`config.mk`:
```
export PLATFORM = sky130hd
export DESIGN_NAME = temp_meas_sequencer
export DESIGN_NICKNAME = d
export VERILOG_FILES = /design/src/rtl/temp_meas_pkg.sv /design/src/rtl/temp_meas_avg.sv /design/src/rtl/temp_meas_sequencer.sv
export SDC_FILE = /design/constraint.sdc
export NUM_CORES = 1
export LEC_CHECK = 0
export BUFFER_PORTS_ARGS = -buffer_cell sky130_fd_sc_hd__buf_2
export CAP_MARGIN = 20
export CORE_MARGIN = 10
export CORE_UTILIZATION = 44
export CTS_CLUSTER_SIZE = 16
export DETAILED_ROUTE_END_ITERATION = 7
export PLACE_DENSITY = 0.69
export SLEW_MARGIN = 20
export SYNTH_ARGS = -nofsm -noshare
export SYNTH_HDL_FRONTEND = slang
export SYNTH_HIERARCHICAL = 1
export SYNTH_SLANG_ARGS = --single-unit
```
`constraint.sdc`:
```
create_clock -name lfClk -period 5.09 [get_ports lfClk]
set_input_delay 0.509 -clock lfClk [delete_from_list [all_inputs] [get_ports lfClk]]
set_output_delay 0.509 -clock lfClk [all_outputs]
set_load 0.02 [all_outputs]
```
`src/rtl/temp_meas_pkg.sv`:
```
// Shared types and defaults for the temperature measurement sequencer.
package temp_meas_pkg;

    localparam int WIDTH_DEF    = 10;
    localparam int AVG_LOG2_DEF = 2;
    localparam int PERIOD_W_DEF = 16;
    localparam int TIMEOUT_DEF  = 8;

    typedef enum logic [2:0] {
        IDLE      = 3'd0,
        WAIT_TICK = 3'd1,
        REQ       = 3'd2,
        WAIT_BUSY = 3'd3,
        WAIT_DONE = 3'd4,
        UPDATE    = 3'd5
    } temp_meas_state_t;

    // Accumulator holds 2^avg_log2 full-scale samples without overflow.
    function automatic int acc_w(input int width, input int avg_log2);
        return width + avg_log2;
    endfunction

endpackage

```
`src/rtl/temp_meas_avg.sv`:
```
// Sample accumulator, averaging shift and hysteretic over-temperature alarm.
module temp_meas_avg
    import temp_meas_pkg::*;
#(
    parameter int WIDTH    = WIDTH_DEF,
    parameter int AVG_LOG2 = AVG_LOG2_DEF
) (
    input  logic             lfClk,
    input  logic             rst_n,
    input  logic             add,
    input  logic             update,
    input  logic             clr,
    input  logic [WIDTH-1:0] sample,
    input  logic [WIDTH-1:0] thrHi,
    input  logic [WIDTH-1:0] thrLo,
    output logic             full,
    output logic [WIDTH-1:0] avg,
    output logic             avgValid,
    output logic             alarm
);

    localparam int ACC_W = acc_w(WIDTH, AVG_LOG2);
    localparam int CNT_W = AVG_LOG2 + 1;
    localparam logic [CNT_W-1:0] CNT_LAST = CNT_W'((1 << AVG_LOG2) - 1);

    logic [ACC_W-1:0] acc_r;
    logic [CNT_W-1:0] cnt_r;
    logic [WIDTH-1:0] avg_r;
    logic             avg_valid_r;
    logic             alarm_r;
    logic [WIDTH-1:0] avg_next_s;

    // "full" means the next add completes the averaging window.
    assign full       = (cnt_r == CNT_LAST);
    assign avg_next_s = acc_r[ACC_W-1:AVG_LOG2];
    assign avg        = avg_r;
    assign avgValid   = avg_valid_r;
    assign alarm      = alarm_r;

    // Accumulate samples, publish average and update alarm hysteresis.
    always_ff @(posedge lfClk) begin
        if (!rst_n) begin
            acc_r       <= ACC_W'(0);
            cnt_r       <= CNT_W'(0);
            avg_r       <= WIDTH'(0);
            avg_valid_r <= 1'b0;
            alarm_r     <= 1'b0;
        end else begin
            avg_valid_r <= 1'b0;
            if (clr) begin
                acc_r <= ACC_W'(0);
                cnt_r <= CNT_W'(0);
            end else if (update) begin
                avg_r       <= avg_next_s;
                avg_valid_r <= 1'b1;
                acc_r       <= ACC_W'(0);
                cnt_r       <= CNT_W'(0);
                if (avg_next_s > thrHi) begin
                    alarm_r <= 1'b1;
                end else if (avg_next_s < thrLo) begin
                    alarm_r <= 1'b0;
                end else begin
                    alarm_r <= alarm_r;
                end
            end else if (add) begin
                acc_r <= acc_r + ACC_W'(sample);
                cnt_r <= cnt_r + CNT_W'(1);
            end else begin
                acc_r <= acc_r;
                cnt_r <= cnt_r;
            end
        end
    end

endmodule

```
`src/rtl/temp_meas_sequencer.sv`:
```
// Periodic measurement initiator: handshake FSM, interval/timeout counters, averaging.
module temp_meas_sequencer
    import temp_meas_pkg::*;
#(
    parameter int WIDTH    = WIDTH_DEF,
    parameter int AVG_LOG2 = AVG_LOG2_DEF,
    parameter int PERIOD_W = PERIOD_W_DEF,
    parameter int TIMEOUT  = TIMEOUT_DEF
) (
    input  logic                lfClk,
    input  logic                rst_n,
    input  logic                enable,
    input  logic [PERIOD_W-1:0] period,
    input  logic [WIDTH-1:0]    thrHi,
    input  logic [WIDTH-1:0]    thrLo,
    input  logic                errClr,
    output logic                measStart,
    input  logic                measDone,
    input  logic [WIDTH-1:0]    measCycles,
    output logic [WIDTH-1:0]    avg,
    output logic                avgValid,
    output logic                alarm,
    output logic                err
);

    localparam int TMO_W = $clog2(TIMEOUT + 1);
    localparam logic [TMO_W-1:0] TMO_LAST = TMO_W'(TIMEOUT - 1);

    temp_meas_state_t    state_r, state_next_s;
    logic [PERIOD_W-1:0] tick_r, tick_next_s;
    logic [TMO_W-1:0]    tmo_r, tmo_next_s;
    logic                abort_r, abort_next_s;
    logic                meas_start_r, err_r;
    logic                start_s, add_s, upd_s, clr_s, err_set_s, full_s;

    assign measStart = meas_start_r;
    assign err       = err_r;

    // Next-state logic; UPDATE doubles as the first interval tick so the
    // sample spacing stays period + 7 whether or not an average is published.
    always_comb begin
        state_next_s = state_r;
        tick_next_s  = tick_r;
        tmo_next_s   = tmo_r;
        abort_next_s = abort_r;
        start_s      = 1'b0;
        add_s        = 1'b0;
        upd_s        = 1'b0;
        clr_s        = 1'b0;
        err_set_s    = 1'b0;
        case (state_r)
            IDLE: begin
                clr_s        = 1'b1;
                abort_next_s = 1'b0;
                if (enable) begin
                    state_next_s = WAIT_TICK;
                    tick_next_s  = period;
                end else begin
                    state_next_s = IDLE;
                end
            end
            WAIT_TICK, UPDATE: begin
                upd_s = (state_r == UPDATE);
                if (!enable) begin
                    state_next_s = IDLE;
                end else if (tick_r == PERIOD_W'(0)) begin
                    state_next_s = REQ;
                end else begin
                    state_next_s = WAIT_TICK;
                    tick_next_s  = tick_r - PERIOD_W'(1);
                end
            end
            REQ: begin
                if (!enable) begin
                    state_next_s = IDLE;
                end else begin
                    start_s      = 1'b1;
                    state_next_s = WAIT_BUSY;
                    tmo_next_s   = TMO_W'(0);
                end
            end
            WAIT_BUSY, WAIT_DONE: begin
                abort_next_s = abort_r | ~enable;
                if ((state_r == WAIT_BUSY) && !measDone) begin
                    state_next_s = WAIT_DONE;
                    tmo_next_s   = TMO_W'(0);
                end else if ((state_r == WAIT_DONE) && measDone) begin
                    if (abort_r || !enable) begin
                        state_next_s = IDLE;
                    end else begin
                        add_s        = 1'b1;
                        tick_next_s  = period;
                        state_next_s = full_s ? UPDATE : WAIT_TICK;
                    end
                end else if (tmo_r == TMO_LAST) begin
                    err_set_s    = 1'b1;
                    tick_next_s  = period;
                    state_next_s = (abort_r || !enable) ? IDLE : WAIT_TICK;
                end else begin
                    tmo_next_s = tmo_r + TMO_W'(1);
                end
            end
            default: begin
                state_next_s = IDLE;
            end
        endcase
    end

    // State, counters and registered handshake/error outputs.
    always_ff @(posedge lfClk) begin
        if (!rst_n) begin
            state_r      <= IDLE;
            tick_r       <= PERIOD_W'(0);
            tmo_r        <= TMO_W'(0);
            abort_r      <= 1'b0;
            meas_start_r <= 1'b0;
            err_r        <= 1'b0;
        end else begin
            state_r      <= state_next_s;
            tick_r       <= tick_next_s;
            tmo_r        <= tmo_next_s;
            abort_r      <= abort_next_s;
            meas_start_r <= start_s;
            if (err_set_s) begin
                err_r <= 1'b1;
            end else if (errClr) begin
                err_r <= 1'b0;
            end else begin
                err_r <= err_r;
            end
        end
    end

    temp_meas_avg #(
        .WIDTH    (WIDTH),
        .AVG_LOG2 (AVG_LOG2)
    ) u_avg (
        .lfClk    (lfClk),
        .rst_n    (rst_n),
        .add      (add_s),
        .update   (upd_s),
        .clr      (clr_s),
        .sample   (measCycles),
        .thrHi    (thrHi),
        .thrLo    (thrLo),
        .full     (full_s),
        .avg      (avg),
        .avgValid (avgValid),
        .alarm    (alarm)
    );

endmodule

```
==> impl_metrics.csv <==
group,metric,value,unit
synthesis,synthDistinctLibCells,69,
clock_network,post_cts_resize_count,0,
run,maxCapViolCount,0,
clock_network,worst_setup_hold_path_clk_slew,0.11,ns
synthesis,post_synth_main_area_contributors,"sky130_fd_sc_hd__dfxtp_1, sky130_fd_sc_hd__ha_1, sky130_fd_sc_hd__nand2_1, sky130_fd_sc_hd__nor2_1, sky130_fd_sc_hd__a21oi_1",
power_and_ir_drop,vdd_ir_drop_max,0.1117,mV
sta,finalCritPeriodShare,51.26,%
detailed_routing,post_drt_via_cell_ratio,5.921,
floorplan,floorplan.die_area,12600,um2
synthesis,async_reset_ff_share,0,%
floorplan,io_pins,65,
detailed_routing,route.detailed.drc,0,
floorplan,rows,33,
floorplan,die_height,112.2,um
finish,final_cell_area,4223,um2
worst_hold_path,whs_endpoint,"tick_r[11]$_SDFFE_PN0P_",
finish,layout.cells.most_common,"sky130_fd_sc_hd__buf_2",
clock_network,buffer_count_from_post_cts_setup_fixing,0,
sta,timing.max_slew.rel_slack,49.32,%
worst_setup_path,r2r_setup_slack,2.48,ns
synthesis,synth_top_flop_cell,"sky130_fd_sc_hd__dfxtp_1",
floorplan,core_area,8258,um2
sta,worst-slew-pin-transition,0.7587,ns
power_and_ir_drop,share_comb_of_total_power,21.7,%
sta,setup_tns,0,ns
finish,net_count_final,603,
finish,layout.filler_cells,820,
clock_network,clock_sinks,53,
place,place.gp.congestion,0.8502,
synthesis,synth_largest_area_cell,"sky130_fd_sc_hd__dfxtp_1",
power_and_ir_drop,sequentialPowerShare,46.4,%
detailed_routing,routed_wl,10040,um
run_status,status,"finished clean",
finish,multi_input_comb_area,2451,um2
synthesis,count_of_flip_flops_with_a_built_in_enable_after_synthesis,0,
clock_network,cts_hold_repair.buffers,0,
power_and_ir_drop,intPower,674.4,uW
synthesis,sequential_cell_area_fraction_in_the_yosys_report,28.34,%
synthesis,synth_top_area_share,28.34,%
worst_setup_path,arrival,2.82,ns
synthesis,ys_ff_latch,53,
worst_setup_path,critical_path.startpoint_type,"flip-flop",
clock_network,clock_tree.buffer_depth,2,
sta,number_of_endpoints_with_negative_hold_slack_in_the_final_report,0,
detailed_routing,via_total_after_detailed_routing,3695,
worst_setup_path,critical_register_to_register_path_endpoint,"tick_r[7]$_SDFFE_PN0P_",
sta,fmaxAchievable,0.3833,GHz
sta,clock_tree_skew_after_final_layout,0.01739,ns
worst_setup_path,critPathKind,"flip-flop to flip-flop",
power_and_ir_drop,p_leak,0.001842,uW
clock_network,cts_root_buf,"sky130_fd_sc_hd__clkbuf_8",
place,dp_hpwl,7591,um
power_and_ir_drop,clkPwrFrac,32.0,%
global_routing,largest_net_degree_at_the_start_of_global_routing,33,
worst_setup_path,worst_path_required,5.30,ns
global_routing,via_count_of_the_first_global_routing_pass,3580,
detailed_routing,drt_iter0_drc,174,
worst_setup_path,slowest_delay,0.70,ns
sta,finalCriticalPeriod,2.609,ns
global_routing,grt_overflow_total,0,
synthesis,synthesis.area_per_instance,7.965,um2
worst_setup_path,path_cells,"inv_1, ha_1, or3b_1, nor4_1, nand2_2, nand4_1, o22ai_1",
sta,maxSlewViolCount,0,
finish,post_route_cells_drive_above_1_share,19.27,%
finish,antenna_cells_inserted,0,
power_and_ir_drop,total_power,966.0,uW
synthesis,postSynthNetCount,555,
worst_setup_path,worst-r2r-cell-count,7,
finish,sequential_cell_area,1061,um2
worst_setup_path,cpMaxStageDelayCell,"sky130_fd_sc_hd__nor4_1",
worst_hold_path,worstHoldPathType,"input port to flip-flop",
clock_network,clock_latency_late_sink,0.31,ns
power_and_ir_drop,power.switching,291.6,uW
sta,setup_violations,0,
detailed_routing,number_of_iterations_in_the_first_detailed_routing_pass,5,
place,dpl-instance-area,4106,um2
place,numPortBuffers,64,
detailed_routing,drt-wirelength-per-cell,16.09,um
finish,area_delta_synth_final,12.80,%
synthesis,synthesis.area,3744,um2
sta,rsz0062_at_grt,"false",
clock_network,cts.htree.levels,2,
floorplan,die_w,112.2,um
power_and_ir_drop,power_switching_share,30.19,%
worst_setup_path,end_kind,"flip-flop",
clock_network,tritoncts_clock_tree,"yes",
synthesis,netlist_instances,470,
global_routing,antenna_found_initial,0,
worst_setup_path,r2r_start,"tick_r[0]$_SDFFE_PN0P_",
finish,final_cell_mix,"sky130_fd_sc_hd__buf_2, sky130_fd_sc_hd__dfxtp_1, sky130_fd_sc_hd__nand2_1, sky130_fd_sc_hd__nor2_1, sky130_fd_sc_hd__ha_1",
worst_setup_path,cp_max_fo,8,
floorplan,effective_utilization_at_floorplan,45.33,%
worst_hold_path,timing.hold.worst.start,"period[11]",
power_and_ir_drop,power.density_cell_area,228.7,nW/um2
synthesis,yosys_warnings,6,
detailed_routing,drt.antenna.violating_nets,0,
worst_hold_path,holdPathStages,3,
global_routing,grt_first_pass_wirelength,16910,um
clock_network,tritoncts.num_buffers,5,
global_routing,grt_usage,15.36,%
## power by group through the flow
stage	clock network [uW]	logic, uW	registers, uW
CTS	319	207	447
finish	309	209	448
floorplan	0	157	451
global route	330	233	450
detailed placement	0	206	457
global placement	0	204	456
## worst max-delay path: cells and delay by family (launching register included)
kind                       cells  cell delay, ns
and+or+nand+nor                4            1.77
DFF                            1            0.35
adders and majority gates      1            0.17
AOI/OAI and AO/OA              1            0.13
buffers and inverters          1            0.08
## routing by layer
metal,track usage (%),vias up,part of all wire [%]
met3,3.887,8,7.3
met2,25.30,127,47
met1,19.51,1727,45
met4,3.892,0,0.86
met5,0,-,0
li1,-,1833,-
## sequential cells by signal (all words and copies together) (netlist names)
register / cells
tick_r: 16
abort_r: 1
u_avg/cnt_r: 3
tmo_r: 4
err: 1
state_r: 3
u_avg/avg: 10
measStart: 1
u_avg/avgValid: 1
u_avg/acc_r: 12
u_avg/alarm: 1
## worst max path at each step
stage	startpoint	endpoint	cells past startpoint
6_report	tick_r[0]$_SDFFE_PN0P_	tick_r[7]$_SDFFE_PN0P_	7
3_5_place_dp	tick_r[0]$_SDFFE_PN0P_	tick_r[7]$_SDFFE_PN0P_	7
2_1_floorplan	tick_r[0]$_SDFFE_PN0P_	state_r[0]$_SDFFE_PN0P_	8
5_1_grt	tick_r[0]$_SDFFE_PN0P_	tick_r[11]$_SDFFE_PN0P_	7
4_1_cts	tick_r[0]$_SDFFE_PN0P_	tick_r[7]$_SDFFE_PN0P_	7
3_3_place_gp	tick_r[0]$_SDFFE_PN0P_	tick_r[11]$_SDFFE_PN0P_	7
## stage by stage
step	std cells	hold WS, ns	utilization, %	setup slack [ns]
5_1_grt	624	0.4873	51.14	2.291
2_1_floorplan	470	0.4335	-	2.827
6_report	624	0.4712	51.14	2.481
4_1_cts	624	0.4563	51.14	2.535
3_3_place_gp	616	0.4490	49.73	2.612
3_5_place_dp	616	0.4600	49.73	2.541
## cell type report
class	instances	share of cell area (%)
clock buffer	7	2.044
tap	105	3.111
multi-input combinational	360	58.04
clock inverter	1	0.7111
timing repair buffer	68	8.296
inverter	30	2.667
sequential	53	25.13
## cell usage after synthesis (all sizes together), types with 10 or more instances
cell	n
nand2	54
nor2	35
dfxtp	53
clkbuf	20
a21oi	25
inv	30
a21o	10
a21boi	10
o21ai	24
a211oi	16
nand3	10
nand4	10
nor3	11
ha	33
## cells by family (layout without fill, tap and decap cells)
| group | after synthesis | after routing | synth area share (%) |
|---|---|---|---|
| mux | 6 | 6 | 1.638 |
| flops | 53 | 53 | 28.34 |
| compound gates | 140 | 140 | 26.87 |
| fa+ha+maj | 34 | 34 | 11.56 |
| simple gates | 174 | 174 | 23.86 |
| buf+inv | 57 | 106 | 6.317 |
| xor+xnor | 6 | 6 | 1.404 |
Power figures use the tool's default switching activity.
